$ cat config.mk
export PLATFORM = sky130hd
export DESIGN_NAME = ex_hazard_ctrl
export DESIGN_NICKNAME = d
export VERILOG_FILES = /design/src/rtl/ex_hazard_ctrl.sv
export SDC_FILE = /design/constraint.sdc
export NUM_CORES = 1
export LEC_CHECK = 0
export CAP_MARGIN = 40
export CORE_MARGIN = 2
export CORE_UTILIZATION = 30
export CTS_BUF_LIST = sky130_fd_sc_hd__clkbuf_4
export DETAILED_ROUTE_END_ITERATION = 10
export HOLD_SLACK_MARGIN = 0.06
export PLACE_DENSITY = 0.81
export SYNTH_ARGS = -nofsm -noshare
export SYNTH_HDL_FRONTEND = slang
export SYNTH_SLANG_ARGS = --single-unit
export TNS_END_PERCENT = 20
$ cat constraint.sdc
create_clock -name clk -period 1.4 [get_ports clk]
set_input_delay 0.21 -clock clk [delete_from_list [all_inputs] [get_ports clk]]
set_output_delay 0.21 -clock clk [all_outputs]
set_load 0.01 [all_outputs]
$ cat src/rtl/ex_hazard_ctrl.sv
// ID/EX/MEM sequencing: load-use bubbles, EX branch flush, memory-busy freeze.
// Optional stalled-cycle counter enabled by defining STALL_CNT_EN.
module ex_hazard_ctrl #(
  parameter int LU_BUBBLES = 1,
  parameter int CNT_W      = 16
) (
  input  logic             clk,
  input  logic             rst_n,
  input  logic [15:0]      IFID_Instr,
  input  logic             IFID_UsesRs,
  input  logic             IFID_UsesRt,
  input  logic             IDEX_MemReadEN,
  input  logic [2:0]       IDEX_DstRegNum,
  input  logic             IDEX_RegWriteEN,
  input  logic             EX_BranchTaken,
  input  logic             mem_busy,
  output logic             stall_pc,
  output logic             stall_ifid,
  output logic             bubble_idex,
  output logic             flush_ifid,
  output logic             stall_exmem,
  output logic [1:0]       state,
  output logic [CNT_W-1:0] stall_count
);

  typedef enum logic [1:0] {
    RUN   = 2'd0,
    LU    = 2'd1,
    MWAIT = 2'd2,
    FLUSH = 2'd3
  } state_e;

  localparam bit       MULTI   = (LU_BUBBLES > 1);
  localparam logic [1:0] LU_INIT = 2'(LU_BUBBLES - 1);

  if (LU_BUBBLES < 1 || LU_BUBBLES > 3) begin : g_bad_lu
    $error("ex_hazard_ctrl: LU_BUBBLES must be 1..3");
  end

  state_e     state_q, state_d;
  logic [1:0] lu_cnt_q, lu_cnt_d;
  logic       pend_q, pend_d;
  logic       lu_hit;
  logic       sp_c, si_c, bi_c, fi_c, se_c;
  logic       unused_ok;

  assign unused_ok = ^{IFID_Instr[15:11], IFID_Instr[4:0]};

  assign lu_hit = IDEX_MemReadEN & IDEX_RegWriteEN &
    ((IFID_UsesRs & (IFID_Instr[10:8] == IDEX_DstRegNum)) |
     (IFID_UsesRt & (IFID_Instr[7:5] == IDEX_DstRegNum)));

  always_ff @(posedge clk or negedge rst_n) begin
    if (!rst_n) begin
      state_q  <= RUN;
      lu_cnt_q <= 2'd0;
      pend_q   <= 1'b0;
    end else begin
      state_q  <= state_d;
      lu_cnt_q <= lu_cnt_d;
      pend_q   <= pend_d;
    end
  end

  always_comb begin
    state_d  = state_q;
    lu_cnt_d = lu_cnt_q;
    pend_d   = pend_q;
    unique case (state_q)
      RUN: begin
        if (mem_busy) begin
          state_d = MWAIT;
          pend_d  = EX_BranchTaken;
        end else if (EX_BranchTaken) begin
          state_d = FLUSH;
        end else if (lu_hit && MULTI) begin
          state_d  = LU;
          lu_cnt_d = LU_INIT;
        end
      end
      LU: begin
        if (mem_busy) begin
          state_d = MWAIT;
          pend_d  = EX_BranchTaken;
        end else begin
          lu_cnt_d = (lu_cnt_q != 2'd0) ? lu_cnt_q - 2'd1 : 2'd0;
          if (lu_cnt_q <= 2'd1) state_d = RUN;
        end
      end
      MWAIT: begin
        if (!mem_busy) begin
          if (pend_q) begin
            state_d  = FLUSH;
            pend_d   = 1'b0;
            lu_cnt_d = 2'd0;
          end else if (lu_cnt_q != 2'd0) begin
            state_d = LU;
          end else begin
            state_d = RUN;
          end
        end
      end
      FLUSH: begin
        pend_d  = 1'b0;
        state_d = mem_busy ? MWAIT : RUN;
      end
      default: state_d = RUN;
    endcase
  end

  // A busy memory freezes every stage regardless of state.
  always_comb begin
    sp_c = 1'b0;
    si_c = 1'b0;
    bi_c = 1'b0;
    fi_c = 1'b0;
    se_c = 1'b0;
    if (mem_busy) begin
      sp_c = 1'b1;
      si_c = 1'b1;
      se_c = 1'b1;
    end else begin
      unique case (state_q)
        RUN: begin
          if (EX_BranchTaken) begin
            fi_c = 1'b1;
            bi_c = 1'b1;
          end else if (lu_hit) begin
            sp_c = 1'b1;
            si_c = 1'b1;
            bi_c = 1'b1;
          end
        end
        LU: begin
          sp_c = 1'b1;
          si_c = 1'b1;
          bi_c = 1'b1;
        end
        MWAIT: begin
          if (pend_q) begin
            fi_c = 1'b1;
            bi_c = 1'b1;
          end
        end
        FLUSH: ;
        default: ;
      endcase
    end
  end

  assign stall_pc    = rst_n & sp_c;
  assign stall_ifid  = rst_n & si_c;
  assign bubble_idex = rst_n & bi_c;
  assign flush_ifid  = rst_n & fi_c;
  assign stall_exmem = rst_n & se_c;
  assign state       = state_q;

`ifdef STALL_CNT_EN
  logic [CNT_W-1:0] cnt_q;

  always_ff @(posedge clk or negedge rst_n) begin
    if (!rst_n) begin
      cnt_q <= '0;
    end else if (stall_pc && (cnt_q != {CNT_W{1'b1}})) begin
      cnt_q <= cnt_q + CNT_W'(1);
    end
  end

  assign stall_count = cnt_q;
`else
  assign stall_count = '0;
`endif

endmodule

# Word level (Yosys, flattened, before mapping)
# Index checks and enable logic that the tools add are counted.
# word_totals
latchBits	0
regBits	5
rom_bits	0
output_inout_bits	23
inputBits	27
n_memories	0
ram_bits	0
# op_classes
n_bitwise	9
eq_ne	11
n_reduce_logical	7
multipliers	0
muxes	29
n_addsub	1
order_cmp	1
div	0
shifts	0
# op_table
cell	count
2-bit 2-to-1 mux	11
1-bit 2-to-1 mux	12
1-bit AND	8
2-bit one-hot mux with 4 select lines	1
3-bit equality test	2
2-bit != test, second input constant	3
3-bit != test, second input constant	2
1-bit one-hot mux with 3 select lines	2
2-bit equality test, second input constant	2
1-bit one-hot mux with 2 select lines	2
2-bit one-hot mux with 2 select lines	1
4-bit AND reduction	1
2-bit nonzero test	2
3-bit AND reduction	1
2-bit by 1-bit equality test with 1-bit output, second input constant	1
2-bit by 1-bit <= comparator with 1-bit output, second input constant	1
2-bit zero test	1
2-bit by 1-bit != test with 1-bit output, second input constant	1
2-bit AND reduction	1
2-bit OR reduction	1
2-bit by 1-bit subtractor with 2-bit output, second input constant	1
1-bit bitwise OR	1

# Longest topological paths before layout
# Gate-level depths: netlist of the first run.
# depth
depth_word	9
mapped_depth	5

# Least setup slack after synthesis of the first run
# Ideal clock, no wire load.
# synth_path
path_type	register -> output
startpoint	register state_q[0] (netlist: state[0])
endpoint	output stall_pc
t_arrival_ps	1196
path_slack_ps	-6
path_buffers	2
stages_incl_launch_ff	5
t_required_ps	1190
cell_sequence	dfrtp_1 buf_2 nor2b_1 a221o_1 buf_4
# synth_between
elab_chain_len	4
# synth_rtl
element	line	rtl
from (decl)	40	state_e state_q, state_d;
from (signal assigned)	59	state_q <= state_d;
2-bit by 1-bit equality test with 1-bit output / 2-bit zero test (equally long branches)	-	
1-bit one-hot mux with 2 select lines (*)	-	
1-bit 2-to-1 mux (*)	-	
1-bit AND (*)	-	
to (decl)	17	output logic stall_pc,
# Every way passes the cells marked *; elsewhere a longest branch is shown, timed or not.

# Worst setup path in the final report of the first run
# layout_path
startpoint	register state_q[1] (netlist: state[1])
endpoint	output stall_ifid
# layout_between
elab_chain_len	4
# layout_rtl
element	line	rtl
2-bit by 1-bit equality test with 1-bit output / 2-bit zero test (equally long branches)	123	unique case (state_q)
1-bit one-hot mux with 2 select lines (*)	123	
1-bit 2-to-1 mux (*)	118	if (mem_busy) begin
1-bit AND (*)	152	assign stall_ifid = rst_n & si_c;
to (decl)	18	output logic stall_ifid,
# Marked as above.

==> summary.md, run 1 <==
| Metric | Value |
|---|---|
| Clock latency on the worst-skew pair | 0.24 ns |
| RSZ-0062 raised after global routing | true |
| Setup violators final | 3 |
| Number of cells on the critical path | 4 |
| CTS tree | yes |
| Combinational Power Share | 0.420 |
| Setup crit start | state[1] |
| Seq/Total Area, Yosys | 0.2398 |
| Area grow syn2layout | 51.56% |
| IO Pins | 50 |
| Crit path DAT | 1.27 ns |
| Most frequent cells in the layout | conb_1 (16), buf_4 (12), clkbuf_2 (9), xnor2_1 (5), dlygate4sd2_1 (5) |
| Violated checks | negative setup slack |
| Sw Pwr | 0.0001963 W |
| Final worst slack | -0.07812 ns |
| CTS Hold Bufs | 0 |
| Yosys reg bits | 5 |
| Initial antenna violation count | 0 |
| Hold_ws | between 0.15 and 0.2 ns |
| Routed WL per cell | 11.30 um |
| Pwr dens | a little under 800 nW/um2 |
| All-Layer GR Usage | 0.1245 |
| Clk root buf | clkbuf_4 |
| DRC | 0 |
| Leak | 0.4261 nW |
| Num rows | 15 |
| CP delay by family, top | flip-flops |
| Internal | roughly 0.00043 W |
| Initial DRC count | 5 |
| Crit share post-route | 1.056 |
| Clock power share | 0.293 |
| Core area | approximately 1700 um2 |
| R2R Setup Slk | 0.10 ns |
| Drt via density | 4.386 |
| Final min period | about 1.5 ns |
| Routed Antenna Nets | 0 |
| Via Count | 500 |
| Final WL | 1288 um |
| DP Area | around 760 um2 |
| Max-slew violations | 0 |
| TritonCTS Buffers | 3 |
| Layout cells sized above 1 | 0.4021 |
| Syn avg cell area | roughly 8.3 um2 |
| Max Clk Rate | 676.5 MHz |
| CP cell instances | buf_6 -> nor2b_4 -> a221o_1 -> buf_2 |
| Hold Violations, Final | 0 |
| Worst Skew | about 0.0026 ns |
| Worst Setup End Kind | output pin |
| Yosys cell types | 24 |
| Critical Path RT | approximately 1.2 ns |
| CP max stage cell | dfrtp_2 |
| Startpoint Class | flop |
| Nets | 125 |
| Die footprint | approximately 2100 um2 |
| Commonest non-fill, non-tap cell in the layout | conb_1 |
| Sw Share | 0.3143 |
| Maximum VDD drop | 0.4610 mV |
| Status | finished, violations left |
| Worst Hold Class | input port to asynchronous set/reset pin |
| Total grt overflow | 0 |
| Buf+Inv Stages, Crit Path | 2 |
| TritonCTS Sinks | 5 |
| Synthesized area | 521.8 um2 |
| Die Y | 45.71 um |
| Seq pwr share | 0.288 |
| Global placer's final weighted congestion | ~0.77 |
| CP Capture Point | stall_ifid |
| Yosys warning total | 0 |
| Cell count after synthesis | 63 |
| Crit Path Max Fanout | 5 |
| Reg2Reg Capture Point | lu_cnt_q[0] |
| Starting Density | 0.3089 |
| Final HPWL DP | 979.2 um |
| Largest net degree at the start of global routing | 8 |
| Crit path kind | flop to output pin |
| Worst R2R Path Depth | 7 |
| CTS Buffer Depth | 2 |
| # H-tree levels | 1 |
| Crit path largest cell delay | between 0.4 and 0.5 ns |
| Maximum capacitance violations | 0 |
| DIE WIDTH | about 46 um |
| Clock slew at reported path FFs | about 0.040 ns |
| Design Area, Final | 790.8 um2 |
| Worst R2R Start | state[1] |
| First-pass GRT wire length | 1766 um |
| I/O Buffers | 23 |
| # diodes | 0 |
| Vias in the first global route | 426 |
| First drt pass iteration count | 4 |
worst min path at each step:
stage,from,to,slack [ns],depth (start not counted)
final,rst_n,state[0],0.19,2
after floorplan,rst_n,lu_cnt_q[0],-0.09,0
after global placement,lu_cnt_q[0],lu_cnt_q[0],0.50,1
after global routing,rst_n,lu_cnt_q[0],0.20,2
after detailed placement,lu_cnt_q[1],lu_cnt_q[1],0.51,1
after CTS,rst_n,state[0],0.10,2
registers in the layout, summed over array words and instances, names as in the netlist:
| name | flops |
|---|---|
| lu_cnt_q | 2 |
| pend_q | 1 |
| state | 2 |
synth_stat cells (all sizes together):
| cell type | count | share of area |
|---|---|---|
| dfrtp | 5 | 0.24 |
| xnor2 | 6 | 0.10 |
| and3b | 1 | 0.017 |
| nand4 | 2 | 0.024 |
| a21oi | 3 | 0.029 |
| nor3 | 2 | 0.019 |
| o41a | 1 | 0.022 |
| nor2b | 1 | 0.012 |
| nand2 | 2 | 0.014 |
| nor2 | 3 | 0.022 |
| and2 | 1 | 0.012 |
| mux2i | 2 | 0.038 |
| o21bai | 1 | 0.014 |
| inv | 1 | 0.0072 |
| nand2b | 3 | 0.036 |
| buf | 20 | 0.27 |
| o21a | 1 | 0.014 |
| a221o | 1 | 0.019 |
| o41ai | 1 | 0.017 |
| o311a | 1 | 0.019 |
| o21ai | 3 | 0.029 |
| conb | 1 | 0.0072 |
| nor3b | 1 | 0.014 |
metal layers:
layer  global-route usage  share of wire  vias to the layer above
met2               0.1915           0.53                       19
li1                     -              -                      248
met1               0.1481           0.41                      233
met4              0.03429              0                        0
met5                    0              0                        -
met3              0.07143          0.065                        0
worst register-to-register path, cell delays in order (launching register included):
cell and delay, ns:
dfrtp_2 0.44, buf_6 0.14, nor2b_4 0.11, buf_4 0.11, buf_4 0.09, nor2_1 0.03
o21ai_0 0.15, o41ai_1 0.10
kinds of logic (layout without fill, tap and decap cells):
| logic type | count (synthesis) | in the layout | share of synthesized area |
|---|---|---|---|
| simple gates | 16 | 16 | 0.1703 |
| mux | 2 | 2 | 0.03837 |
| xor+xnor | 6 | 6 | 0.1007 |
| flops | 5 | 5 | 0.2398 |
| compound gates | 12 | 12 | 0.1631 |
| other cells | 1 | 16 | 0.007187 |
| buf+inv | 21 | 40 | 0.2806 |
timing repair:
action	4_1_cts	5_1_grt
gates resized for setup	37	25
pin swaps	10	13
setup endpoints to repair	7	4
buffers inserted	1	2
metrics by stage:
step / total power (W) / TNS (ns) / util / std cells / setup WS (ns)
after global routing: 0.0006781 / -0.3972 / 0.4681 / 114 / -0.1306
final: 0.0006246 / -0.2107 / 0.4681 / 114 / -0.07812
after CTS: 0.0006095 / -0.2617 / 0.4570 / 112 / -0.09107
after detailed placement: 0.0004333 / -2.970 / 0.4511 / 107 / -0.7322
after floorplan: 0.0003440 / 0 / - / 78 / 0.01432
after global placement: 0.0004277 / -2.853 / 0.4511 / 107 / -0.6805
layout make-up:
type                            count  area (um2)
Fill cell                         177       898.4
Multi-Input combinational cell     52       351.6
Timing Repair Buffer               35       257.7
Sequential cell                     5       126.4
Clock buffer                        4       30.03
Tap cell                           17       21.27
Inverter                            1       3.754
power groups by stage:
stage / sequential, W / clock, W / combinational, W
after floorplan: 0.000175 / 0 / 0.000169
after global placement: 0.000180 / 0 / 0.000247
after detailed placement: 0.000181 / 0 / 0.000252
after CTS: 0.000178 / 0.000193 / 0.000239
after global routing: 0.000182 / 0.000208 / 0.000288
final: 0.000180 / 0.000183 / 0.000262
No activity file was read; power rests on OpenSTA's default activity.
==> run 2: changes to the inputs <==
--- a/config.mk
+++ b/config.mk
@@ -12,6 +12,7 @@
 export DETAILED_ROUTE_END_ITERATION = 10
 export HOLD_SLACK_MARGIN = 0.06
 export PLACE_DENSITY = 0.81
+export RECOVER_POWER = 25
 export SYNTH_ARGS = -nofsm -noshare
 export SYNTH_HDL_FRONTEND = slang
 export SYNTH_SLANG_ARGS = --single-unit
==> run 2 against run 1 <==
Compared with the run above: the flow still finishes with violations (negative setup slack); sequential power about the same; fmax is essentially flat; register-to-register slack about the same; cell count unchanged; sequential share of layout area is 0.076 points higher; combinational power barely moved; first-iteration DRC count shrank 40%; non-clock buffer count stayed put; hold slack improved by 0.020 ns; total power about the same; via count is 0.80% lower; clock-buffer cell count is the same; largest power group unchanged.
==> summary.md, run 2 (synthesis results as in run 1) <==
| Metric | Value |
|---|---|
| Sw Share | 0.3156 |
| Worst R2R Path Depth | 7 |
| CP max stage cell | dfrtp_2 |
| Starting Density | 0.3089 |
| Final WL | 1286 um |
| Core area | 1689 um2 |
| Seq pwr share | 0.288 |
| Vias in the first global route | roughly 430 |
| Startpoint Class | flop |
| All-Layer GR Usage | 0.1245 |
| CTS Buffer Depth | 2 |
| Top Layer Used | met3 |
| Commonest non-fill, non-tap cell in the layout | conb_1 |
| TritonCTS Buffers | 3 |
| Global placer's final weighted congestion | between 0.7 and 0.8 |
| Num rows | 15 |
| Initial antenna violation count | 0 |
| Met3 WL post-DR | 80 um |
| Max Clk Rate | 676.2 MHz |
| Status | finished, violations left |
| Combinational Power Share | 0.418 |
| Core Util, Final | 0.4659 |
| I/O Buffers | 23 |
| Via Count | 496 |
| Nets | 125 |
| CP cell instances | buf_6 -> nor2b_4 -> a221o_1 -> buf_2 |
| Most frequent cells in the layout | conb_1 (16), buf_4 (11), clkbuf_2 (9), xnor2_1 (5), dlygate4sd2_1 (5) |
| Crit Path Max Fanout | 5 |
| Area grow syn2layout | 50.84% |
| Worst Skew | 0.002842 ns |
| Hold Violations, Final | 0 |
| Maximum VDD drop | ~0.46 mV |
| First drt pass iteration count | 4 |
| Setup violators final | 3 |
| Finished Layout Cells | about 110 |
| Clock latency on the worst-skew pair | 0.24 ns |
| Total grt overflow | 0 |
| First-pass GRT wire length | between 1500 and 2000 um |
| Clk root buf | clkbuf_4 |
| # diodes | 0 |
| Number of cells on the critical path | 4 |
| Routed Antenna Nets | 0 |
| TritonCTS Sinks | 5 |
| Worst Setup End Kind | output pin |
| CTS tree | yes |
| Worst Hold Class | input port to asynchronous set/reset pin |
| Die footprint | 2089 um2 |
| # H-tree levels | 1 |
| Sw Pwr | 0.0001970 W |
| Drt via density | 4.351 |
| Leak | 0.4225 nW |
| CP delay by family, top | flip-flops |
| CTS Hold Bufs | 0 |
| DRC | 0 |
| Fill count | 179 |
| DR WL met2 | 679 um |
| DIE WIDTH | 45.71 um |
| Crit path kind | flop to output pin |
| Largest net degree at the start of global routing | 8 |
| IO Pins | 50 |
| Crit path largest cell delay | approximately 0.41 ns |
| Layout cells sized above 1 | 0.3918 |
| Met1 wire length | ~530 um |
| Clock power share | 0.294 |
| Crit path DAT | 1.27 ns |
| Violated checks | negative setup slack |
| Routed WL per cell | between 10 and 15 um |
| Final HPWL DP | 979.2 um |
| RSZ-0062 raised after global routing | true |
| Critical Path RT | 1.19 ns |
| Max-slew violations | 0 |
| Final min period | between 1 and 1.5 ns |
| Final worst slack | -0.07886 ns |
| Clock slew at reported path FFs | 0.04 ns |
| Hold_ws | 0.2090 ns |
| Internal | roughly 0.00043 W |
| Buf+Inv Stages, Crit Path | 2 |
| Die Y | 45.71 um |
| Initial DRC count | 3 |
| Maximum capacitance violations | 0 |
| Dpl cells | 107 |
| Pre-CTS setup slack | -0.7322 ns |
| Pwr dens | 793.0 nW/um2 |
| Crit share post-route | 1.056 |
[run 2: changes by cell type in the layout (fill, tap and decap cells not counted), sizes merged]
cell	delta
buf	-1
clkbuf	+1
[run 2: layer usage]
metal	global-route usage	vias up
met4	0.03429	0
met3	0.07143	0
met1	0.1481	231
li1	-	248
met2	0.1915	17
met5	0	-
[run 2: worst paths after layout]
path	start	endpoint	slack, ns
worst max-delay path	state[1]	stall_ifid	-0.08
worst min-delay path	rst_n	state[0]	0.21
worst max register to register	state[1]	lu_cnt_q[0]	0.10
worst min register to register	lu_cnt_q[1]	lu_cnt_q[1]	0.51
max in group asynchronous	rst_n	state[1]	0.96
min in group clk	EX_BranchTaken	state[0]	0.44
[run 2: final cells by class]
cell class              instances  area [um2]  area share
clock buffers                   4       30.03     0.03816
repair buffers                 35       254.0      0.3227
flip-flops and latches          5       126.4      0.1606
inverters                       1       3.754    0.004769
well taps                      17       21.27     0.02703
multi-input cells              52       351.6      0.4467
[run 2: timing repair]
item,4_1_cts,5_1_grt
gates cloned,0,0
buffers inserted,1,2
endpoints found under the setup margin,7,4
pin swaps,10,13
gates resized for setup,37,25
[run 2: power by group through the flow]
| stage | clock (W) | sequential, W | combinational [W] |
|---|---|---|---|
| CTS | 0.000193 | 0.000178 | 0.000239 |
| finish | 0.000183 | 0.000180 | 0.000261 |
| detailed placement | 0 | 0.000181 | 0.000252 |
| global route | 0.000208 | 0.000182 | 0.000287 |
| floorplan | 0 | 0.000175 | 0.000169 |
| global placement | 0 | 0.000180 | 0.000247 |
[run 2: metrics by stage]
step	area (um2)	setup TNS (ns)	total power, W
2_1_floorplan	598.1	0	0.0003440
3_3_place_gp	762.0	-2.853	0.0004277
3_5_place_dp	762.0	-2.970	0.0004333
4_1_cts	772.0	-0.2617	0.0006095
5_1_grt	787.0	-0.3972	0.0006767
6_report	787.0	-0.2128	0.0006241
